`src/rtl/cfg_axil_master.sv`:
```
// Single-outstanding AXI4-Lite master for the UDT configure register block.
// Define CFG_MASTER_TIMEOUT_EN to build in the no-answer watchdog.
module cfg_axil_master #(
  parameter int TIMEOUT_CYCLES = 1024
) (
  input  logic        ctrl_m_axi_aclk,
  input  logic        ctrl_m_axi_aresetn,
  input  logic        cmd_valid,
  output logic        cmd_ready,
  input  logic        cmd_write,
  input  logic [31:0] cmd_addr,
  input  logic [31:0] cmd_wdata,
  input  logic [3:0]  cmd_wstrb,
  output logic        rsp_valid,
  input  logic        rsp_ready,
  output logic [31:0] rsp_rdata,
  output logic [1:0]  rsp_resp,
  output logic        rsp_timeout,
  output logic [7:0]  err_cnt,
  output logic [31:0] ctrl_m_axi_awaddr,
  output logic        ctrl_m_axi_awvalid,
  input  logic        ctrl_m_axi_awready,
  output logic [31:0] ctrl_m_axi_wdata,
  output logic [3:0]  ctrl_m_axi_wstrb,
  output logic        ctrl_m_axi_wvalid,
  input  logic        ctrl_m_axi_wready,
  input  logic [1:0]  ctrl_m_axi_bresp,
  input  logic        ctrl_m_axi_bvalid,
  output logic        ctrl_m_axi_bready,
  output logic [31:0] ctrl_m_axi_araddr,
  output logic        ctrl_m_axi_arvalid,
  input  logic        ctrl_m_axi_arready,
  input  logic [31:0] ctrl_m_axi_rdata,
  input  logic [1:0]  ctrl_m_axi_rresp,
  input  logic        ctrl_m_axi_rvalid,
  output logic        ctrl_m_axi_rready
);

  typedef enum logic [2:0] {
    IDLE,
    WR,
    WR_B,
    RD_A,
    RD_R,
    RESP
  } state_t;

  state_t      state;
  state_t      state_n;
  logic        up;
  logic        aw_done;
  logic        w_done;
  logic [31:0] addr_q;
  logic [31:0] wdata_q;
  logic [3:0]  wstrb_q;
  logic [31:0] rdata_q;
  logic [1:0]  resp_q;
  logic [7:0]  err_q;

  logic acc;
  logic aw_hs;
  logic w_hs;
  logic ar_hs;
  logic b_hs;
  logic r_hs;
  logic aw_ok;
  logic w_ok;
  logic abort;
  logic expire;
  logic err_hit;

  // up holds cmd_ready low until the first clock after reset release
  assign cmd_ready = up && (state == IDLE);
  assign acc       = cmd_valid && cmd_ready;

  assign ctrl_m_axi_awvalid = (state == WR) && !aw_done;
  assign ctrl_m_axi_wvalid  = (state == WR) && !w_done;
  assign ctrl_m_axi_arvalid = (state == RD_A);
  assign ctrl_m_axi_bready  = (state == WR_B);
  assign ctrl_m_axi_rready  = (state == RD_R);
  assign rsp_valid          = (state == RESP);

  assign ctrl_m_axi_awaddr = addr_q;
  assign ctrl_m_axi_araddr = addr_q;
  assign ctrl_m_axi_wdata  = wdata_q;
  assign ctrl_m_axi_wstrb  = wstrb_q;
  assign rsp_rdata         = rdata_q;
  assign rsp_resp          = resp_q;
  assign err_cnt           = err_q;

  assign aw_hs = ctrl_m_axi_awvalid && ctrl_m_axi_awready;
  assign w_hs  = ctrl_m_axi_wvalid && ctrl_m_axi_wready;
  assign ar_hs = ctrl_m_axi_arvalid && ctrl_m_axi_arready;
  assign b_hs  = ctrl_m_axi_bready && ctrl_m_axi_bvalid;
  assign r_hs  = ctrl_m_axi_rready && ctrl_m_axi_rvalid;
  assign aw_ok = aw_done || aw_hs;
  assign w_ok  = w_done || w_hs;

  assign err_hit = (b_hs && (ctrl_m_axi_bresp != 2'b00))
                || (r_hs && (ctrl_m_axi_rresp != 2'b00))
                || abort;

`ifdef CFG_MASTER_TIMEOUT_EN
  logic [15:0] cnt;
  logic        busy;
  logic        to_q;

  assign busy = (state != IDLE) && (state != RESP);
  assign expire = busy && (cnt == 16'(TIMEOUT_CYCLES - 1));
  assign rsp_timeout = to_q;

  always_ff @(posedge ctrl_m_axi_aclk or negedge ctrl_m_axi_aresetn) begin
    if (!ctrl_m_axi_aresetn) begin
      cnt  <= '0;
      to_q <= 1'b0;
    end else begin
      if (acc) begin
        cnt <= '0;
      end else if (busy) begin
        cnt <= cnt + 16'd1;
      end
      if (b_hs || r_hs) begin
        to_q <= 1'b0;
      end else if (abort) begin
        to_q <= 1'b1;
      end
    end
  end
`else
  assign expire = 1'b0;
  assign rsp_timeout = 1'b0;
`endif

  always_ff @(posedge ctrl_m_axi_aclk or negedge ctrl_m_axi_aresetn) begin
    if (!ctrl_m_axi_aresetn) begin
      state <= IDLE;
      up    <= 1'b0;
    end else begin
      state <= state_n;
      up    <= 1'b1;
    end
  end

  // a completing handshake always beats a same-cycle watchdog expiry
  always_comb begin
    state_n = state;
    abort   = 1'b0;
    unique case (state)
      IDLE: begin
        if (acc) begin
          state_n = cmd_write ? WR : RD_A;
        end
      end
      WR: begin
        if (aw_ok && w_ok) begin
          state_n = WR_B;
        end else if (expire) begin
          state_n = RESP;
          abort   = 1'b1;
        end
      end
      WR_B: begin
        if (b_hs) begin
          state_n = RESP;
        end else if (expire) begin
          state_n = RESP;
          abort   = 1'b1;
        end
      end
      RD_A: begin
        if (ar_hs) begin
          state_n = RD_R;
        end else if (expire) begin
          state_n = RESP;
          abort   = 1'b1;
        end
      end
      RD_R: begin
        if (r_hs) begin
          state_n = RESP;
        end else if (expire) begin
          state_n = RESP;
          abort   = 1'b1;
        end
      end
      RESP: begin
        if (rsp_ready) begin
          state_n = IDLE;
        end
      end
      default: state_n = IDLE;
    endcase
  end

  always_ff @(posedge ctrl_m_axi_aclk or negedge ctrl_m_axi_aresetn) begin
    if (!ctrl_m_axi_aresetn) begin
      aw_done <= 1'b0;
      w_done  <= 1'b0;
      addr_q  <= '0;
      wdata_q <= '0;
      wstrb_q <= '0;
      rdata_q <= '0;
      resp_q  <= '0;
      err_q   <= '0;
    end else begin
      if (acc) begin
        addr_q  <= cmd_addr & 32'hFFFF_FFFC;
        wdata_q <= cmd_wdata;
        wstrb_q <= cmd_wstrb;
        aw_done <= 1'b0;
        w_done  <= 1'b0;
      end else begin
        if (aw_hs) aw_done <= 1'b1;
        if (w_hs) w_done <= 1'b1;
      end
      if (b_hs) begin
        rdata_q <= '0;
        resp_q  <= ctrl_m_axi_bresp;
      end else if (r_hs) begin
        rdata_q <= ctrl_m_axi_rdata;
        resp_q  <= ctrl_m_axi_rresp;
      end else if (abort) begin
        rdata_q <= '0;
        resp_q  <= 2'b10;
      end
      if (err_hit && (err_q != 8'hFF)) begin
        err_q <= err_q + 8'd1;
      end
    end
  end

endmodule
```
`config.mk`:
```
export PLATFORM = sky130hd
export DESIGN_NAME = cfg_axil_master
export DESIGN_NICKNAME = d
export VERILOG_FILES = /design/src/rtl/cfg_axil_master.sv
export SDC_FILE = /design/constraint.sdc
export NUM_CORES = 1
export LEC_CHECK = 0
export CORE_UTILIZATION = 35
export DETAILED_ROUTE_END_ITERATION = 10
export GPL_TIMING_DRIVEN = 0
export PLACE_DENSITY = 0.8
export SETUP_SLACK_MARGIN = 0.05
export SYNTH_ARGS = -nofsm -noshare
export SYNTH_HDL_FRONTEND = slang
export SYNTH_SLANG_ARGS = --single-unit
```
`constraint.sdc`:
```
create_clock -name ctrl_m_axi_aclk -period 1.5 [get_ports ctrl_m_axi_aclk]
set_input_delay 0.15 -clock ctrl_m_axi_aclk [delete_from_list [all_inputs] [get_ports ctrl_m_axi_aclk]]
set_output_delay 0.15 -clock ctrl_m_axi_aclk [all_outputs]
set_load 0.02 [all_outputs]
```
### Word level (Yosys, flattened, before mapping)

Cells that the tools add are included.

| word-level totals | value |
|---|---|
| output and inout bits | 150 |
| input port bits | 114 |
| logic and storage cells | 64 |
| register bits after elaboration | 114 |

| operators by class | value |
|---|---|
| reduce and logical (&&, ||, !) cells | 25 |
| muxes and demuxes | 16 |
| add/sub/neg operators | 1 |
| equal/unequal tests | 12 |

Operator list:

| operator | number |
|---|---|
| $mux W32 | 2 |
| $mux W3 | 6 |
| $pmux W3 S6 | 1 |
| $logic_and A1 B1 Y1 | 13 |
| $ne A2 B1 Y1 const B | 5 |
| $reduce_bool A2 Y1 | 5 |
| $add A8 B1 Y8 const B | 1 |
| $ne A8 B8 Y1 const B | 1 |
| $eq A3 B2 Y1 const B | 2 |
| $eq A3 B3 Y1 const B | 2 |
| $mux W2 | 3 |
| $reduce_and A6 Y1 | 1 |
| $mux W1 | 4 |
| $eq A3 B1 Y1 const B | 1 |
| $logic_not A3 Y1 | 1 |
| $logic_or A1 B1 Y1 | 3 |
| $logic_not A1 Y1 | 2 |
| $ne A2 B2 Y1 const B | 1 |

### Logic depth before layout (Yosys ltp)

| logic depth | value |
|---|---|
| word-level depth | 7 |
| mapped depth | 6 |
| gate-level depth less buffers | 5 |

### Least setup slack after synthesis

Ideal clock, no wire load.

| timing | value |
|---|---|
| path type | flip-flop to flip-flop |
| start | register err_q[0], in the netlist err_cnt[0] |
| end | register err_q[1], in the netlist err_cnt[1] |
| arrival | 1667 ps |
| setup slack | -292 ps |
| period minus slack after synthesis | 1792 ps |
| buffers on the path | 0 |
| required time | 1375 ps |
| stages on the path, launching flop included | 6 |
| setup time | 125 ps |
| cell sequence | dfrtp_1 -> ha_1 -> nand2_1 -> nor3_1 -> or2_1 -> mux2_4 |

| between the ends | value |
|---|---|
| longest elaborated chain between the ends | 2 |
| elaborated cells on any way between the ends | 3 |
| classes of those cells | add/sub (1); eq/ne (1); reduce/logical (1) |

Ends and longest elaborated chain:

| element | RTL line | text |
|---|---|---|
| start, declared | 58 | `logic [7:0] err_q;` |
| start signal, assigned | 227 | `err_q <= err_q + 8'd1;` |
| branches (longest 2 deep; another with $add A8 B1 Y8) | -- |  |

Parallel ways; which one is timed is not known.
A chain may end at the register's enable or synchronous reset.

### Final worst setup path

| timing | value |
|---|---|
| start | register state[1] |
| end | output ctrl_m_axi_wvalid |

| between the ends | value |
|---|---|
| longest elaborated chain between the ends | 2 |

Ends and longest elaborated chain:

| element | RTL line | text |
|---|---|---|
| start, declared | 48 | `state_t state;` |
| start signal, assigned | 139 | `state <= state_n;` |
| $eq A3 B1 Y1 | 77 | `assign ctrl_m_axi_wvalid = (state == WR) && !w_done;` |
| $logic_and A1 B1 Y1 | 77 |  |
| end, declared | 25 | `output logic ctrl_m_axi_wvalid,` |

No other way between the ends.

==> results.txt <==
Outcome - complete, but fails checks
Failing checks - setup timing
Fin crit share - 119%
Die height - 119 um
Syn Std Cell Area - 4800 um2
Total Wirelength - 14,800 um
Post-synthesis compound-gate area fraction - 8.75%
Core area - 13,300 um2
Design area - 8870 um2
Crit end category - output port
Endpoints failing setup - 114
DRT Pass-1 Iters - 4
Pleak - 0.00433 uW
Fin worst setup slack - -0.287 ns
WL/cell - 17.3 um
Area contributors post-synth - dfrtp_1 (59%), mux2_2 (14%), a22o_1 (6.0%)
Fraction of layout cells with a size suffix above 1 - 33.2%
CP max FO - 10
Critical path cell sequence - buf_6, or3b_4, nor2_4, buf_6
Unrepaired setup endpoints after global routing - yes
Mean post-synth cell area - 13.9 um2
Largest net degree at the start of global routing - 62
Maximum vdd ir drop - 998 uV
Die width - 119 um
CP Launch Type - register
Io pins - 264
Vias - 4,082
Crit path DAT - 1.64 ns
Flops & latches, synth - 114
Synth Area in XOR/XNOR - 1.09%
Initial Utilization - 36.1%
Post-synth top area cell - dfrtp_1
Worst Skew - 0.0106 ns
Detailed-route DRC error count - 0
Post-Synth Simple-Gate Area - 5.70%
I/O Buffers - 256
TritonCTS Buffers - 17
Tmin final - 1.79 ns
# H-tree levels - 4
Syn Inst Count - 346
Slowest CP cell - dfrtp_2
Synth cell types - 42
Overflow after GRT - 0
DP HPWL - 9910 um
Via/cell ratio - 4.78
Area growth from synthesis to layout - 84.6%
CP max stage delay - 0.45 ns
Area share of the largest cell type after synthesis - 59.4%
Antenna Cells - 0
DRT iter0 DRCs - 85
Mux share of post-synthesis cell area - 16.6%
Row cnt - 42
TritonCTS clock tree - done
Main combinational cell family by area after synthesis - multiplexers
DRT antenna net count - 0
Final Total Pwr - 19,100 uW
# nets final - 780
Number of fill cells in the layout - 1,025
Placer congestion estimate - 0.813
Worst skew pair latency - 0.41 ns
Initial antenna violation count - 1
Slew Viols, Final - 0
Clock slew at reported path FFs - 0.06 ns
Worst slew margin - 52.4%
Final Hold Viols - 0
Clock root cell - clkbuf_16
First-pass GRT wire length - 22,800 um
Die area - 14,200 um2
Worst Tran Pin Value - 0.713 ns
YS warnings - 0
Adder-cell share of the synthesized area - 0.260%
Area of placed instances - 7680 um2
Vias in the first global route - 4,328
Worst Hold Class - input port to async pin
Highest Clock Rate - 0.560 GHz
Most used cell, CP - buf_6
Power Dens Cells - 2150 nW/um2
Required @ worst endpoint - 1.35 ns
Clock tree buffer depth - 2
Sequential fraction of the synthesis area - 59.4%
Smallest hold slack - 0.347 ns
Total track usage - 21.0%
Critical path type - register to output port
CTS Sinks - 114
Max_cap viols - 0
==> cells by family (layout without fill, tap and decap cells) <==
kind of cell	count (synthesis)	in the layout
AO/OA/AOI/OAI	52	52
XOR/XNOR	6	6
adder cells (fa/ha/maj)	1	1
buffers and inverters	55	383
flip-flops	114	114
multiplexers	71	71
other	2	6
AND/OR/NAND/NOR	45	45
==> what timing repair did <==
action	4_1_cts	5_1_grt
endpoints found under the setup margin	250	118
pin swaps	11	16
hold buffers	1	0
gates cloned	12	1
buffers inserted	20	14
resized for setup	247	36
hold endpoints to repair	53	0
==> metal layers <==
metal	GRT usage, %	share of wire, %
met1	22.6	37
met2	36.8	54
met3	6.70	6.7
met4	10.5	2.8
met5	0	0.12
==> report_power, final <==
| group | internal [uW] | switching [uW] |
|---|---|---|
| combinational | 4940 | 4750 |
| clock | 2640 | 1350 |
| sequential | 4480 | 905 |
| total | 12100 | 7000 |
==> path summary, 6_finish.rpt <==
check,from,end,slack [ns],cells past startpoint
max,state[1]$_DFFE_PN0P_,ctrl_m_axi_wvalid,-0.29,4
min,ctrl_m_axi_aresetn,rsp_rdata[10]$_DFFE_PN0P_,0.35,2
max reg2reg,state[1]$_DFFE_PN0P_,err_cnt[1]$_DFFE_PN0P_,-0.28,6
min reg2reg,rsp_rdata[24]$_DFFE_PN0P_,rsp_rdata[24]$_DFFE_PN0P_,0.49,1
max in group asynchronous,ctrl_m_axi_aresetn,ctrl_m_axi_wdata[14]$_DFFE_PN0P_,0.42,3
min in group ctrl_m_axi_aclk,ctrl_m_axi_rdata[10],rsp_rdata[10]$_DFFE_PN0P_,0.35,2
==> state kept, by name, summed over array words and instances (netlist names) <==
signal,cells
ctrl_m_axi_wstrb,4
rsp_rdata,32
ctrl_m_axi_wdata,32
w_done,1
ctrl_m_axi_araddr,30
up,1
state,3
rsp_resp,2
err_cnt,8
aw_done,1
==> placed cells by master (no fill, tap or decap), types with 2 or more instances in the layout <==
| master | count |
|---|---|
| mux2i_1 | 3 |
| and3b_2 | 2 |
| conb_1 | 6 |
| nor3_4 | 2 |
| nand2_1 | 8 |
| nor2_4 | 3 |
| mux2_2 | 52 |
| dfrtp_2 | 3 |
| mux2_4 | 16 |
| buf_8 | 8 |
| a21oi_1 | 9 |
| nor2_1 | 7 |
| o21ai_0 | 2 |
| nor3_2 | 2 |
| buf_12 | 5 |
| nand3_1 | 3 |
| clkinvlp_4 | 2 |
| dfrtp_1 | 111 |
| nor4b_4 | 2 |
| clkdlybuf4s50_1 | 110 |
| buf_16 | 5 |
| clkbuf_16 | 17 |
| bufinv_16 | 3 |
| buf_2 | 4 |
| dlygate4sd2_1 | 138 |
| a22o_1 | 33 |
| xor2_1 | 5 |
| a21oi_4 | 2 |
| clkinv_2 | 4 |
| inv_1 | 2 |
| buf_4 | 50 |
| nor3b_1 | 3 |
| clkbuf_1 | 4 |
| buf_6 | 28 |
==> cell type report <==
class	count	area, um2	share of cell area [%]
buffer	52	477	5.38
sequential	114	2860	32.2
clock inverter	10	134	1.51
clock buffer	22	454	5.12
inverter	2	7.51	0.0847
tap	176	220	2.48
multi-input combinational	181	1810	20.4
timing repair buffer	297	2910	32.8
==> cells in the mapped netlist (all sizes together) <==
library cell / number
nand4bb: 1
inv: 2
nor3b: 3
nor2b: 1
clkbuf: 2
ha: 1
buf: 51
a21oi: 12
or2: 2
o21ai: 2
a22o: 33
dfrtp: 114
a2bb2oi: 1
o2111ai: 1
o22a: 1
nor4b: 3
xor2: 5
a31oi: 1
nor4: 2
nand2b: 1
nand2: 8
o211ai: 1
mux2: 68
and3b: 2
and4bb: 1
nor2: 10
or3b: 1
nand3: 4
mux2i: 3
and2: 1
xnor2: 1
nand4: 1
conb: 2
nor3: 4
==> through the flow <==
step / TNS (ns) / utilization [%] / setup WS (ns) / std cells
6_report: -15.83 / 66.7 / -0.287 / 854
5_1_grt: -23.75 / 66.7 / -0.344 / 854
4_1_cts: -16.92 / 65.8 / -0.291 / 848
3_5_place_dp: -35.78 / 57.8 / -0.632 / 783
3_3_place_gp: -490.85 / 57.6 / -4.45 / 782
2_1_floorplan: -3.33 / - / -0.115 / 350
==> critical path: cells and delay by family, from the launching register on <==
| kind | cells | cell delay (ns) |
|---|---|---|
| simple gates | 2 | 0.50 |
| flops | 1 | 0.45 |
| buf+inv | 2 | 0.28 |
No activity file was read; power rests on OpenSTA's default activity.
